**src/rtl/rc5_key_loader_if.sv**
```systemverilog
// ============================================================================
//  Module      : rc5_key_loader_if
//  Description : Bundle for the RC5 key loader. It carries the load handshake,
//                the key byte memory read port and the L register file read
//                port.
//                  start       request to load a new key
//                  busy / done load in progress / L valid and complete
//                  key_rd, key_address, key_sub_i   synchronous key memory
//                  L_address, L_sub_i               L word read port
//                Modport master is the loader side. Modport slave is the
//                surrounding system: key memory, controller and mixing stage.
//  Revision    : 1.0  initial release
// ============================================================================
`default_nettype none

interface rc5_key_loader_if #(
  parameter int w        = 32,
  parameter int b        = 16,
  parameter int b_length = ($clog2(b) < 1) ? 1 : $clog2(b),
  parameter int c_length = ($clog2((b == 0) ? 1 : (b + w/8 - 1) / (w/8)) < 1) ? 1
                           : $clog2((b == 0) ? 1 : (b + w/8 - 1) / (w/8))
);
  logic                start;
  logic                busy;
  logic                done;
  logic                key_rd;
  logic [b_length-1:0] key_address;
  logic [7:0]          key_sub_i;
  logic [c_length-1:0] L_address;
  logic [w-1:0]        L_sub_i;

  modport master (
    input  start, key_sub_i, L_address,
    output key_rd, key_address, L_sub_i, busy, done
  );

  modport slave (
    output start, key_sub_i, L_address,
    input  key_rd, key_address, L_sub_i, busy, done
  );
endinterface

`default_nettype wire

```
**src/rtl/rc5_key_loader.sv**
```systemverilog
// ============================================================================
//  Module      : rc5_key_loader
//  Description : RC5 key-bytes-to-words stage. A start pulse fetches the b key
//                bytes from an external synchronous byte memory, one read per
//                cycle. The bytes are packed into c = max(1, ceil(b/u)) words
//                of w bits (array L), which are held for the mixing stage.
//                Ports:
//                  clk1  sole clock, rising edge
//                  rst   asynchronous active-high reset
//                  bus   rc5_key_loader_if.master. It carries start, busy,
//                        done, the key memory read port (key_rd, key_address,
//                        key_sub_i) and the L read port (L_address, L_sub_i).
//                Optional feature, selected with the macro KEY_BYTE_ORDER_BE_EN:
//                  undefined : RC5 little-endian packing, addresses b-1 down to 0
//                  defined   : big-endian packing, addresses 0 up to b-1, and a
//                              partial final word is left-aligned
//  Revision    : 1.0  initial release
// ============================================================================
`default_nettype none

module rc5_key_loader #(
  parameter int w        = 32,
  parameter int b        = 16,
  parameter int b_length = ($clog2(b) < 1) ? 1 : $clog2(b),
  parameter int c_length = ($clog2((b == 0) ? 1 : (b + w/8 - 1) / (w/8)) < 1) ? 1
                           : $clog2((b == 0) ? 1 : (b + w/8 - 1) / (w/8))
) (
  input  logic             clk1,
  input  logic             rst,
  rc5_key_loader_if.master bus
);

  localparam int u     = w / 8;
  localparam int c     = (b == 0) ? 1 : (b + u - 1) / u;
  localparam int ub    = $clog2(u);
  // The consumed byte index splits exactly into {word select, byte position}.
  // ceil(b/u) words always cover b bytes, so this is never narrower than
  // key_address.
  localparam int idx_w = ub + c_length;
  localparam int depth = 1 << c_length;

  localparam logic [b_length-1:0] addr_max = (b == 0) ? '0 : b_length'(b - 1);
`ifdef KEY_BYTE_ORDER_BE_EN
  localparam logic [b_length-1:0] first_addr = '0;
  localparam logic [b_length-1:0] end_addr   = addr_max;
  localparam logic [idx_w-1:0]    idx_last   = idx_w'(addr_max);
`else
  localparam logic [b_length-1:0] first_addr = addr_max;
  localparam logic [b_length-1:0] end_addr   = '0;
`endif
  localparam logic [c_length:0]   c_lim      = (c_length + 1)'(c);

  typedef enum logic [1:0] {
    IDLE  = 2'd0,
    FETCH = 2'd1,
    DRAIN = 2'd2,
    DONE  = 2'd3
  } state_t;

  state_t              state;
  logic [w-1:0]        acc;
  logic                vld;       // key_sub_i carries a byte this cycle
  logic [idx_w-1:0]    idx;       // key index of the byte on key_sub_i
  logic [w-1:0]        l_mem [depth];

  logic [w-1:0]        next_acc;
  logic [w-1:0]        wr_data;
  logic                wr_en;
  logic [ub-1:0]       byte_pos;
  logic [c_length-1:0] word_sel;

  always_comb begin
    next_acc = (acc << 8) | w'(bus.key_sub_i);
    byte_pos = idx[ub-1:0];
    word_sel = idx[idx_w-1:ub];
`ifdef KEY_BYTE_ORDER_BE_EN
    // Ascending addresses: a word closes on its last byte or on the final key
    // byte. A short final word is shifted up so that its low bytes are zero.
    wr_en    = (byte_pos == ub'(u - 1)) || (idx == idx_last);
    wr_data  = next_acc << {ub'(u - 1) - byte_pos, 3'b000};
`else
    // Descending addresses: byte 0 of each word arrives last. A short top word
    // closes early and so holds zeros in its upper bytes.
    wr_en    = (byte_pos == '0);
    wr_data  = next_acc;
`endif
  end

  assign bus.L_sub_i = ({1'b0, bus.L_address} < c_lim) ? l_mem[bus.L_address] : '0;

  always_ff @(posedge clk1 or posedge rst) begin
    if (rst) begin
      state           <= IDLE;
      bus.key_rd      <= 1'b0;
      bus.key_address <= '0;
      bus.busy        <= 1'b0;
      bus.done        <= 1'b0;
      acc             <= '0;
      vld             <= 1'b0;
      idx             <= '0;
      for (int j = 0; j < depth; j++) l_mem[j] <= '0;
    end else begin
      // Data path runs one cycle behind the address: the memory returns the
      // byte for this cycle's address on the next cycle.
      vld <= bus.key_rd;
      idx <= idx_w'(bus.key_address);
      if (vld) begin
        if (wr_en) begin
          l_mem[word_sel] <= wr_data;
          acc             <= '0;
        end else begin
          acc <= next_acc;
        end
      end

      case (state)
        IDLE, DONE: begin
          if (bus.start) begin
            acc      <= '0;
            bus.done <= 1'b0;
            bus.busy <= 1'b1;
            if (b == 0) begin
              state <= DRAIN;
            end else begin
              state           <= FETCH;
              bus.key_rd      <= 1'b1;
              bus.key_address <= first_addr;
            end
          end
        end
        FETCH: begin
          if (bus.key_address == end_addr) begin
            bus.key_rd <= 1'b0;
            state      <= DRAIN;
          end else begin
`ifdef KEY_BYTE_ORDER_BE_EN
            bus.key_address <= bus.key_address + 1'b1;
`else
            bus.key_address <= bus.key_address - 1'b1;
`endif
          end
        end
        DRAIN: begin
          if (b == 0) l_mem[0] <= '0;
          state    <= DONE;
          bus.busy <= 1'b0;
          bus.done <= 1'b1;
        end
        default: state <= IDLE;
      endcase
    end
  end

endmodule

`default_nettype wire
```
**src/flat_wrapper.sv**
```systemverilog
// flat-port wrapper written by rule: the top's interface ports become plain ports
module rc5_key_loader_flat 
#(
  parameter int w        = 32,
  parameter int b        = 16,
  parameter int b_length = ($clog2(b) < 1) ? 1 : $clog2(b),
  parameter int c_length = ($clog2((b == 0) ? 1 : (b + w/8 - 1) / (w/8)) < 1) ? 1
                           : $clog2((b == 0) ? 1 : (b + w/8 - 1) / (w/8))
)
  (clk1, rst, bus_start, bus_key_sub_i, bus_L_address, bus_key_rd, bus_key_address, bus_L_sub_i, bus_busy, bus_done);
  rc5_key_loader_if #(.w(w), .b(b), .b_length(b_length), .c_length(c_length)) bus_i ();
  input  logic clk1;
  input  logic rst;
  input wire logic [$bits(bus_i.start)-1:0] bus_start;
  input wire logic [$bits(bus_i.key_sub_i)-1:0] bus_key_sub_i;
  input wire logic [$bits(bus_i.L_address)-1:0] bus_L_address;
  output wire logic [$bits(bus_i.key_rd)-1:0] bus_key_rd;
  output wire logic [$bits(bus_i.key_address)-1:0] bus_key_address;
  output wire logic [$bits(bus_i.L_sub_i)-1:0] bus_L_sub_i;
  output wire logic [$bits(bus_i.busy)-1:0] bus_busy;
  output wire logic [$bits(bus_i.done)-1:0] bus_done;
  assign bus_i.start = bus_start;
  assign bus_i.key_sub_i = bus_key_sub_i;
  assign bus_i.L_address = bus_L_address;
  assign bus_key_rd = bus_i.key_rd;
  assign bus_key_address = bus_i.key_address;
  assign bus_L_sub_i = bus_i.L_sub_i;
  assign bus_busy = bus_i.busy;
  assign bus_done = bus_i.done;
  rc5_key_loader #(.w(w), .b(b), .b_length(b_length), .c_length(c_length)) u_core (.clk1(clk1), .rst(rst), .bus(bus_i));
endmodule
```
**config.mk**
```make
export PLATFORM = sky130hd
export DESIGN_NAME = rc5_key_loader_flat
export DESIGN_NICKNAME = d
export VERILOG_FILES = /design/src/rtl/rc5_key_loader_if.sv /design/src/rtl/rc5_key_loader.sv /design/src/flat_wrapper.sv
export SDC_FILE = /design/constraint.sdc
export NUM_CORES = 1
export LEC_CHECK = 0
export ABC_AREA = 1
export CAP_MARGIN = 20
export CORE_UTILIZATION = 40
export CTS_CLUSTER_SIZE = 12
export DETAILED_ROUTE_END_ITERATION = 10
export DONT_BUFFER_PORTS = 1
export HOLD_SLACK_MARGIN = 0.03
export SLEW_MARGIN = 15
export SYNTH_ARGS = -nofsm -noshare
export SYNTH_HDL_FRONTEND = slang
export SYNTH_SLANG_ARGS = --single-unit
```
**constraint.sdc**
```tcl
create_clock -name clk1 -period 6.5 [get_ports clk1]
set_input_delay 1.3 -clock clk1 [delete_from_list [all_inputs] [get_ports clk1]]
set_output_delay 1.3 -clock clk1 [all_outputs]
set_load 0.03 [all_outputs]
```
==> results of run 1 <==
## logic make-up after synthesis
kind of cell,after synthesis,share of synthesized area
compound gates,273,0.200
simple gates,272,0.150
buf+inv,99,0.0549
fa+ha+maj,3,0.00533
flops,166,0.589
## flip-flops by register name (all words and copies together) (netlist names)
name / flops
u_core.bus.busy: 1
u_core.bus.done: 1
u_core.bus.key_address: 4
u_core.state: 2
u_core.bus.key_rd: 1
u_core.acc: 24
u_core.idx: 4
u_core.vld: 1
u_core.l_mem: 128
## Yosys cell counts, drive strengths merged, types with 3 or more instances
cell    instances  area share
a21oi          24       0.017
dfrtp         166        0.59
ha              3      0.0053
nor2           97       0.052
o22ai          32       0.028
o21ai         216        0.15
clkbuf         42       0.022
buf            12      0.0085
nand3           3      0.0021
nand2         166       0.089
inv            44       0.023
## layer usage
metal	part of all wire	GRT usage	up-vias
met5	0	0	-
met4	0.016	0.0662	0
met3	0.038	0.0473	20
met2	0.46	0.303	95
met1	0.48	0.268	2508
li1	-	-	2655
## worst max-delay path, cell delays in order
cell and delay (ns):
inv_1 0.73, o21ai_0 0.24, o22ai_1 0.62
## power by group through the flow
stage | Sequential, mW | Clock [mW] | Combinational (mW)
after CTS | 1.73 | 1.03 | 1.13
final | 1.73 | 1.01 | 1.12
after global routing | 1.79 | 1.08 | 1.30
after global placement | 1.74 | 0 | 1.10
after detailed placement | 1.74 | 0 | 1.13
after floorplan | 1.68 | 0 | 0.930
## per-stage QoR
step	util	instance area (µm²)	hold WS, ns	cells
after global routing	0.454	7830	0.494	1026
final	0.454	7830	0.478	1026
after CTS	0.452	7790	0.484	1024
after detailed placement	0.417	7200	0.468	992
after global placement	0.416	7170	0.460	991
after floorplan	-	7050	0.448	813
## final timing paths
| kind | to | slack [ns] | depth (start not counted) |
|---|---|---|---|
| max in group asynchronous | u_core.acc[22]$_DFF_PP0_ | 4.42 | 2 |
| worst min register to register | u_core.l_mem[88]$_DFFE_PP0P_ | 0.48 | 2 |
| worst max-delay path | bus_L_sub_i[11] | 2.28 | 3 |
| worst min-delay path | u_core.l_mem[88]$_DFFE_PP0P_ | 0.48 | 2 |
| min in group asynchronous | u_core.bus.key_address[1]$_DFFE_PP0P_ | 0.77 | 1 |
| worst max register to register | u_core.l_mem[76]$_DFFE_PP0P_ | 4.09 | 5 |
## cell type report
cell class | instances | area (µm²) | share of cell area
timing repair buffer | 10 | 123 | 0.0157
inverter | 45 | 174 | 0.0222
clock buffer | 23 | 498 | 0.0636
tap | 225 | 282 | 0.0359
multi-input combinational | 548 | 2510 | 0.320
sequential | 166 | 4150 | 0.530
clock inverter | 9 | 97.6 | 0.0125
==> impl_metrics.tcl, run 1 <==
set metrics [dict create \
    outcome "completed" \
    path_clk_slew_ns 0.06 \
    drc 0 \
    cts_tree "done" \
    pwr-share-clk 0.262 \
    worst_pin_slew_ns 1.04 \
    num_antenna_cells 0 \
    rsz0062_at_grt "false" \
    antenna_found_initial 0 \
    yosys_warnings 0 \
    ys.flop_type "dfrtp_1" \
    vias_per_cell 5.14 \
    grt_util_all_layers 0.195 \
    cts_resized 0 \
    critPathKind "in -> out" \
    hold_violations 0 \
    vdd_ir_drop_max_v 0.000241 \
    layout.cells.most_common "dfrtp_1" \
    cts_hold_buf 0 \
    power_density_nw_per_um2 494 \
    clock.fmax_mhz 237 \
    grt_max_degree 73 \
    die_x_um 135 \
    skew_ns 0.00728 \
    io_buffers 0 \
    yosysUniqueCellTypes 20 \
    htreeDepth 4 \
    initial_utilization 0.409 \
    root_buffer "clkbuf_16" \
    dieArea_um2 18200 \
    drive_gt1_frac 0.0612 \
    grt-ovfl-total 0 \
    totalPowerFinal_mw 3.87 \
    sw_frac_of_total 0.369 \
    synth_edf_count 0 \
    drt_iter0_drc 347 \
    worstPathMaxFanout 33 \
    maxSlewViolCount 0 \
    setup_tns_ns 0 \
    async_flop_share 1.00 \
    start_kind "primary input" \
    numCtsBuffers 17 \
    clk_latency_ns 0.43 \
    fin_crit_ns 4.22 \
    p_seq_frac 0.448 \
    hp-class "reg -> reg" \
    synth_area_per_cell_um2 8.67 \
    core-area_um2 17200 \
    grt_pass1_vias 5070 \
    clk_path_buf_depth 2 \
    worstHoldStart "u_core.l_mem[88]$_DFFE_PP0P_" \
    gp_congestion 0.728 \
    cts.sink_count 166 \
    slew_headroom 0.306 \
    cp.required_ns 5.20 \
    num_vias 5278 \
    yosysSeqAreaShare 0.589 \
    comb_power_share 0.289 \
    drv_cap 0 \
    p_int_mw 2.44 \
    avgRoutedWirePerCell_um 16.0 \
    grt_pass1_wl_um 27200 \
    switchingPower_mw 1.43 \
    drtAntennaViolNets 0 \
    nets 804 \
    first_pass_iters 4 \
    syn-cell-area_um2 7050 \
    wl_um 16400 \
    syn_inst 813 \
    layout_common_cells "dfrtp_1, nand2_1, o21ai_0" \
    area_growth_pct 11.2 \
    setup_violations 0 \
    place_hpwl_um 9940 \
    cts_setup_buffers 0 \
    crit_arrival_ns 2.92 \
    nFillCells 1695 \
    end_kind "output pin" \
    die_h_um 135 \
    ioPinCount 52 \
    fp-row-count 48 \
    startpoint "bus_L_address[1]" \
    syn_nets 829 \
    post-route-period-util 0.649 \
    power_leakage_nw 3.63 \
    regToRegStartpoint "u_core.vld$_DFF_PP0_" \
    place_ws_ns 2.06 \
    synth_seq_cells 166 \
    final.setup.worst_slack_ns 2.28 \
]
Note: power is estimated with default switching activity, not from simulation.
==> inputs of run 2 (changes only) <==
clock period = 3.4 ns   (was 6.5 ns; I/O delays follow)
==> impl_metrics.tcl, run 2 (same netlist as run 1, synthesis figures left out) <==
set metrics [dict create \
    outcome "completed" \
    worst_path_max_delay_cell "clkinv_1" \
    largest-register "u_core.l_mem" \
    start_kind "primary input" \
    utilization 0.471 \
    cts_tree "done" \
    slew_headroom 0.344 \
    rsz0062_at_grt "false" \
    dp_cells 1027 \
    crit_arrival_ns 2.20 \
    grt_pass1_wl_um 27400 \
    drt_iter0_drc 509 \
    grt_pass1_vias 5171 \
    place_area_um2 7450 \
    cts_setup_buffers 0 \
    area_growth_pct 15.3 \
    maxSlewViolCount 0 \
    critPathTopFamily "buffers and inverters" \
    switchingPower_mw 2.73 \
    io_buffers 0 \
    core-area_um2 17200 \
    nets 837 \
    wl_um 16200 \
    cts_hold_buf 0 \
    worst_pin_slew_ns 0.984 \
    drtAntennaViolNets 0 \
    fp-row-count 48 \
    clock.fmax_mhz 347 \
    clk_path_buf_depth 2 \
    power_leakage_nw 3.81 \
    grt_util_all_layers 0.195 \
    crit_chain "clkinv_1, buf_4, o21ai_0, o22ai_1, buf_4" \
    p_int_mw 5.02 \
    drc 0 \
    comb_power_share 0.292 \
    stdcell_count 1059 \
    cts.sink_count 166 \
    cp.required_ns 2.72 \
    num_vias 5417 \
    holdWs_ns 0.280 \
    post-route-period-util 0.847 \
    slowest_delay_ns 0.56 \
    num_antenna_cells 0 \
    fin_area_um2 8130 \
    htreeDepth 4 \
    path_clk_slew_ns 0.06 \
    hp-class "in -> async" \
    gp_congestion 0.717 \
    root_buffer "clkbuf_16" \
    layout.cells.most_common "dfrtp_1" \
    pwr-share-clk 0.279 \
    critPathKind "in -> out" \
    place_hpwl_um 9690 \
    nFillCells 1632 \
    die_h_um 135 \
    critPathBufInv 3 \
    drv_cap 0 \
    ioPinCount 52 \
    end_kind "output pin" \
    initial_utilization 0.409 \
    worst_path_most_repeated_cell "buf_4" \
    largestRegisters "u_core.l_mem x128, u_core.acc x24" \
    vias_per_cell 5.12 \
    antenna_found_initial 0 \
    grt-ovfl-total 0 \
    largest_reg_flops 128 \
    skew_ns 0.00754 \
    clk_latency_ns 0.42 \
    setup_violations 0 \
    wl_met2_um 7560 \
    first_pass_iters 7 \
    top_layer_used "met4" \
    fin_crit_ns 2.88 \
    avgRoutedWirePerCell_um 15.3 \
    sw_frac_of_total 0.352 \
    cts_resized 0 \
    vdd_ir_drop_max_v 0.000522 \
    p_seq_frac 0.429 \
    layout_common_cells "dfrtp_1, nand2_1, o21ai_0" \
    met1_length_um 7780 \
    hold_violations 0 \
    grt_max_degree 167 \
    dieArea_um2 18200 \
    multiInputGateArea_um2 2510 \
    seqCellArea_um2 4150 \
    setup_tns_ns 0 \
    drive_gt1_frac 0.0983 \
    met3_length_um 560 \
    worstPathMaxFanout 65 \
    power_density_nw_per_um2 953 \
    die_x_um 135 \
    numCtsBuffers 17 \
]
## run 2: cell types whose count changed in the layout (fill, tap and decap cells not counted), sizes merged
cell    delta
buf       +33
bufinv     +3
inv        -1
clkinv     -3
clkbuf     +1
## run 2: path summary, 6_finish.rpt
| check | start | end | slack, ns | cells after the start |
|---|---|---|---|---|
| min reg2reg | u_core.l_mem[84]$_DFFE_PP0P_ | u_core.l_mem[84]$_DFFE_PP0P_ | 0.48 | 2 |
| max reg2reg | u_core.idx[1]$_DFF_PP0_ | u_core.l_mem[59]$_DFFE_PP0P_ | 1.47 | 6 |
| max in group asynchronous | rst | u_core.l_mem[125]$_DFFE_PP0P_ | 2.31 | 2 |
| min in group clk1 | u_core.l_mem[84]$_DFFE_PP0P_ | u_core.l_mem[84]$_DFFE_PP0P_ | 0.48 | 2 |
| min | rst | u_core.bus.key_address[0]$_DFFE_PP0P_ | 0.28 | 2 |
| max | bus_L_address[0] | bus_L_sub_i[26] | 0.52 | 5 |
## run 2: power by group through the flow
stage | registers (mW) | logic, mW | clock network, mW
after detailed placement | 3.34 | 2.29 | 0
after global placement | 3.33 | 2.25 | 0
after floorplan | 3.21 | 1.78 | 0
after global routing | 3.42 | 2.63 | 2.29
after CTS | 3.32 | 2.29 | 2.21
final | 3.32 | 2.26 | 2.16
## run 2: routing by layer
| metal | global-route usage | vias to the layer above |
|---|---|---|
| met2 | 0.293 | 101 |
| met1 | 0.280 | 2583 |
| met5 | 0 | - |
| met3 | 0.0379 | 22 |
| met4 | 0.0755 | 0 |
| li1 | - | 2711 |
## run 2: worst reg2reg max path, cell delays in order, from the launching register on
cell and delay [ns]:
dfrtp_1 0.40, nor3b_4 0.19, buf_4 0.32, nand2_2 0.31, buf_4 0.39, nand2_1 0.13, o21ai_1 0.07
## run 2: cell type report
type                    count  area share
clock buffers              24      0.0630
clock inverters             8      0.0203
inverters                  45      0.0212
multi-input cells         548       0.308
flip-flops and latches    166       0.511
well taps                 225      0.0346
repair buffers             43      0.0413
## run 2: through the flow
step                setup WS [ns]  total power, mW
global placement            0.626             5.58
detailed placement          0.538             5.63
CTS                         0.559             7.82
finish                      0.519             7.75
global route                0.367             8.35
floorplan                   0.607             4.99
==> inputs of run 3 (changes only) <==
clock period = 2.53 ns   (was 3.4 ns; I/O delays follow)
==> impl_metrics.tcl, run 3 (same netlist as run 1, synthesis figures left out) <==
set metrics [dict create \
    first_pass_iters 5 \
    drc 0 \
    root_buffer "clkbuf_16" \
    core-area_um2 17200 \
    final.setup.worst_slack_ns 0.523 \
    drt_iter0_drc 422 \
    area_growth_pct 14.5 \
    die_h_um 135 \
    hp-class "in -> async" \
    setup_violations 0 \
    grt_pass1_wl_um 26600 \
    slew_headroom 0.488 \
    grt_pass1_vias 5084 \
    cts_hold_buf 0 \
    maxSlewViolCount 0 \
    largest_reg_flops 128 \
    wl_um 16200 \
    drtAntennaViolNets 0 \
    io_buffers 0 \
    numCtsBuffers 17 \
    fp-row-count 48 \
    nets 840 \
    cts.sink_count 166 \
    vias_per_cell 5.19 \
    worstPathMaxFanout 65 \
    grt_max_degree 66 \
    end_kind "output pin" \
    hold_violations 0 \
    htreeDepth 4 \
    worst_pin_slew_ns 0.766 \
    place_hpwl_um 9840 \
    outcome "completed" \
    cts_setup_buffers 0 \
    stdcell_count 1060 \
    totalPowerFinal_mw 10.1 \
    skew_ns 0.00949 \
    vdd_ir_drop_max_v 0.000595 \
    power_leakage_nw 3.78 \
    clk_path_buf_depth 2 \
    cp.required_ns 2.02 \
    layout.cells.most_common "dfrtp_1" \
    die_x_um 135 \
    num_vias 5501 \
    dp_cells 1030 \
    crit_arrival_ns 1.50 \
    gp_congestion 0.695 \
    num_antenna_cells 0 \
    initial_utilization 0.409 \
    ioPinCount 52 \
    drv_cap 0 \
    power_density_nw_per_um2 1250 \
    cts_resized 0 \
    avgRoutedWirePerCell_um 15.3 \
    place_ws_ns 0.548 \
    dieArea_um2 18200 \
    largest-register "u_core.l_mem" \
    path_clk_slew_ns 0.06 \
    layout_common_cells "dfrtp_1, nand2_1, o21ai_0" \
    clk_latency_ns 0.43 \
    start_kind "primary input" \
    grt-ovfl-total 0 \
    largestRegisters "u_core.l_mem x128, u_core.acc x24" \
    rsz0062_at_grt "false" \
    clock.fmax_mhz 498 \
    antenna_found_initial 0 \
    grt_util_all_layers 0.190 \
    rrSetupSlack_ns 0.93 \
    cts_tree "done" \
    critPathKind "in -> out" \
    post-route-period-util 0.793 \
    drive_gt1_frac 0.0994 \
    fin_crit_ns 2.01 \
]
-- run 3: changes by cell type in the layout (fill, tap and decap cells not counted) --
cell	before	now
clkbuf_8	6	2
buf_4	42	44
clkinv_2	3	5
buf_12	1	2
clkinvlp_4	1	3
bufinv_16	5	3
-- run 3: area by class of cell --
type | instances | area [µm²]
clock buffers | 20 | 457
clock inverters | 10 | 130
fillers | 1643 | 9170
inverters | 45 | 173
multi-input cells | 548 | 2510
flip-flops and latches | 166 | 4150
well taps | 225 | 282
repair buffers | 46 | 370
-- run 3: worst paths after layout --
path,from,end,cells after the start
setup / recovery,bus_L_address[0],bus_L_sub_i[10],5
hold / removal,rst,u_core.bus.key_address[1]$_DFFE_PP0P_,1
setup reg to reg,u_core.state[0]$_DFFE_PP0P_,u_core.acc[13]$_DFF_PP0_,7
hold reg to reg,u_core.l_mem[83]$_DFFE_PP0P_,u_core.l_mem[83]$_DFFE_PP0P_,2
max in group asynchronous,rst,u_core.acc[20]$_DFF_PP0_,2
min in group clk1,bus_start,u_core.state[0]$_DFFE_PP0P_,3
-- run 3: critical path, stage by stage --
cell,delay (ns)
clkinv_1,0.04
buf_4,0.39
o21ai_0,0.14
o22ai_1,0.20
buf_4,0.20
-- run 3: per-stage QoR --
stage | util | hold WS [ns] | area, µm² | TNS [ns]
after floorplan | - | 0.448 | 7050 | -14.74
after global placement | 0.434 | 0.460 | 7480 | 0
after detailed placement | 0.434 | 0.468 | 7480 | 0
after CTS | 0.468 | 0.0857 | 8070 | 0
after global routing | 0.468 | 0.118 | 8070 | 0
final | 0.468 | 0.0810 | 8070 | 0
-- run 3: routing by layer --
layer  up-vias  track usage  part of all wire
met4         0       0.0755             0.013
met2       110        0.287              0.46
met3        15       0.0450             0.044
met1      2662        0.264              0.48
li1       2714            -                 -
met5         -            0                 0
-- run 3: power by group --
part | leakage [nW] | total (mW) | switching [mW] | internal [mW]
sequential | 2.10 | 4.45 | 0.708 | 3.74
combinational | 1.39 | 3.05 | 1.95 | 1.10
clock | 0.287 | 2.60 | 1.02 | 1.58
total | 3.78 | 10.1 | 3.67 | 6.43
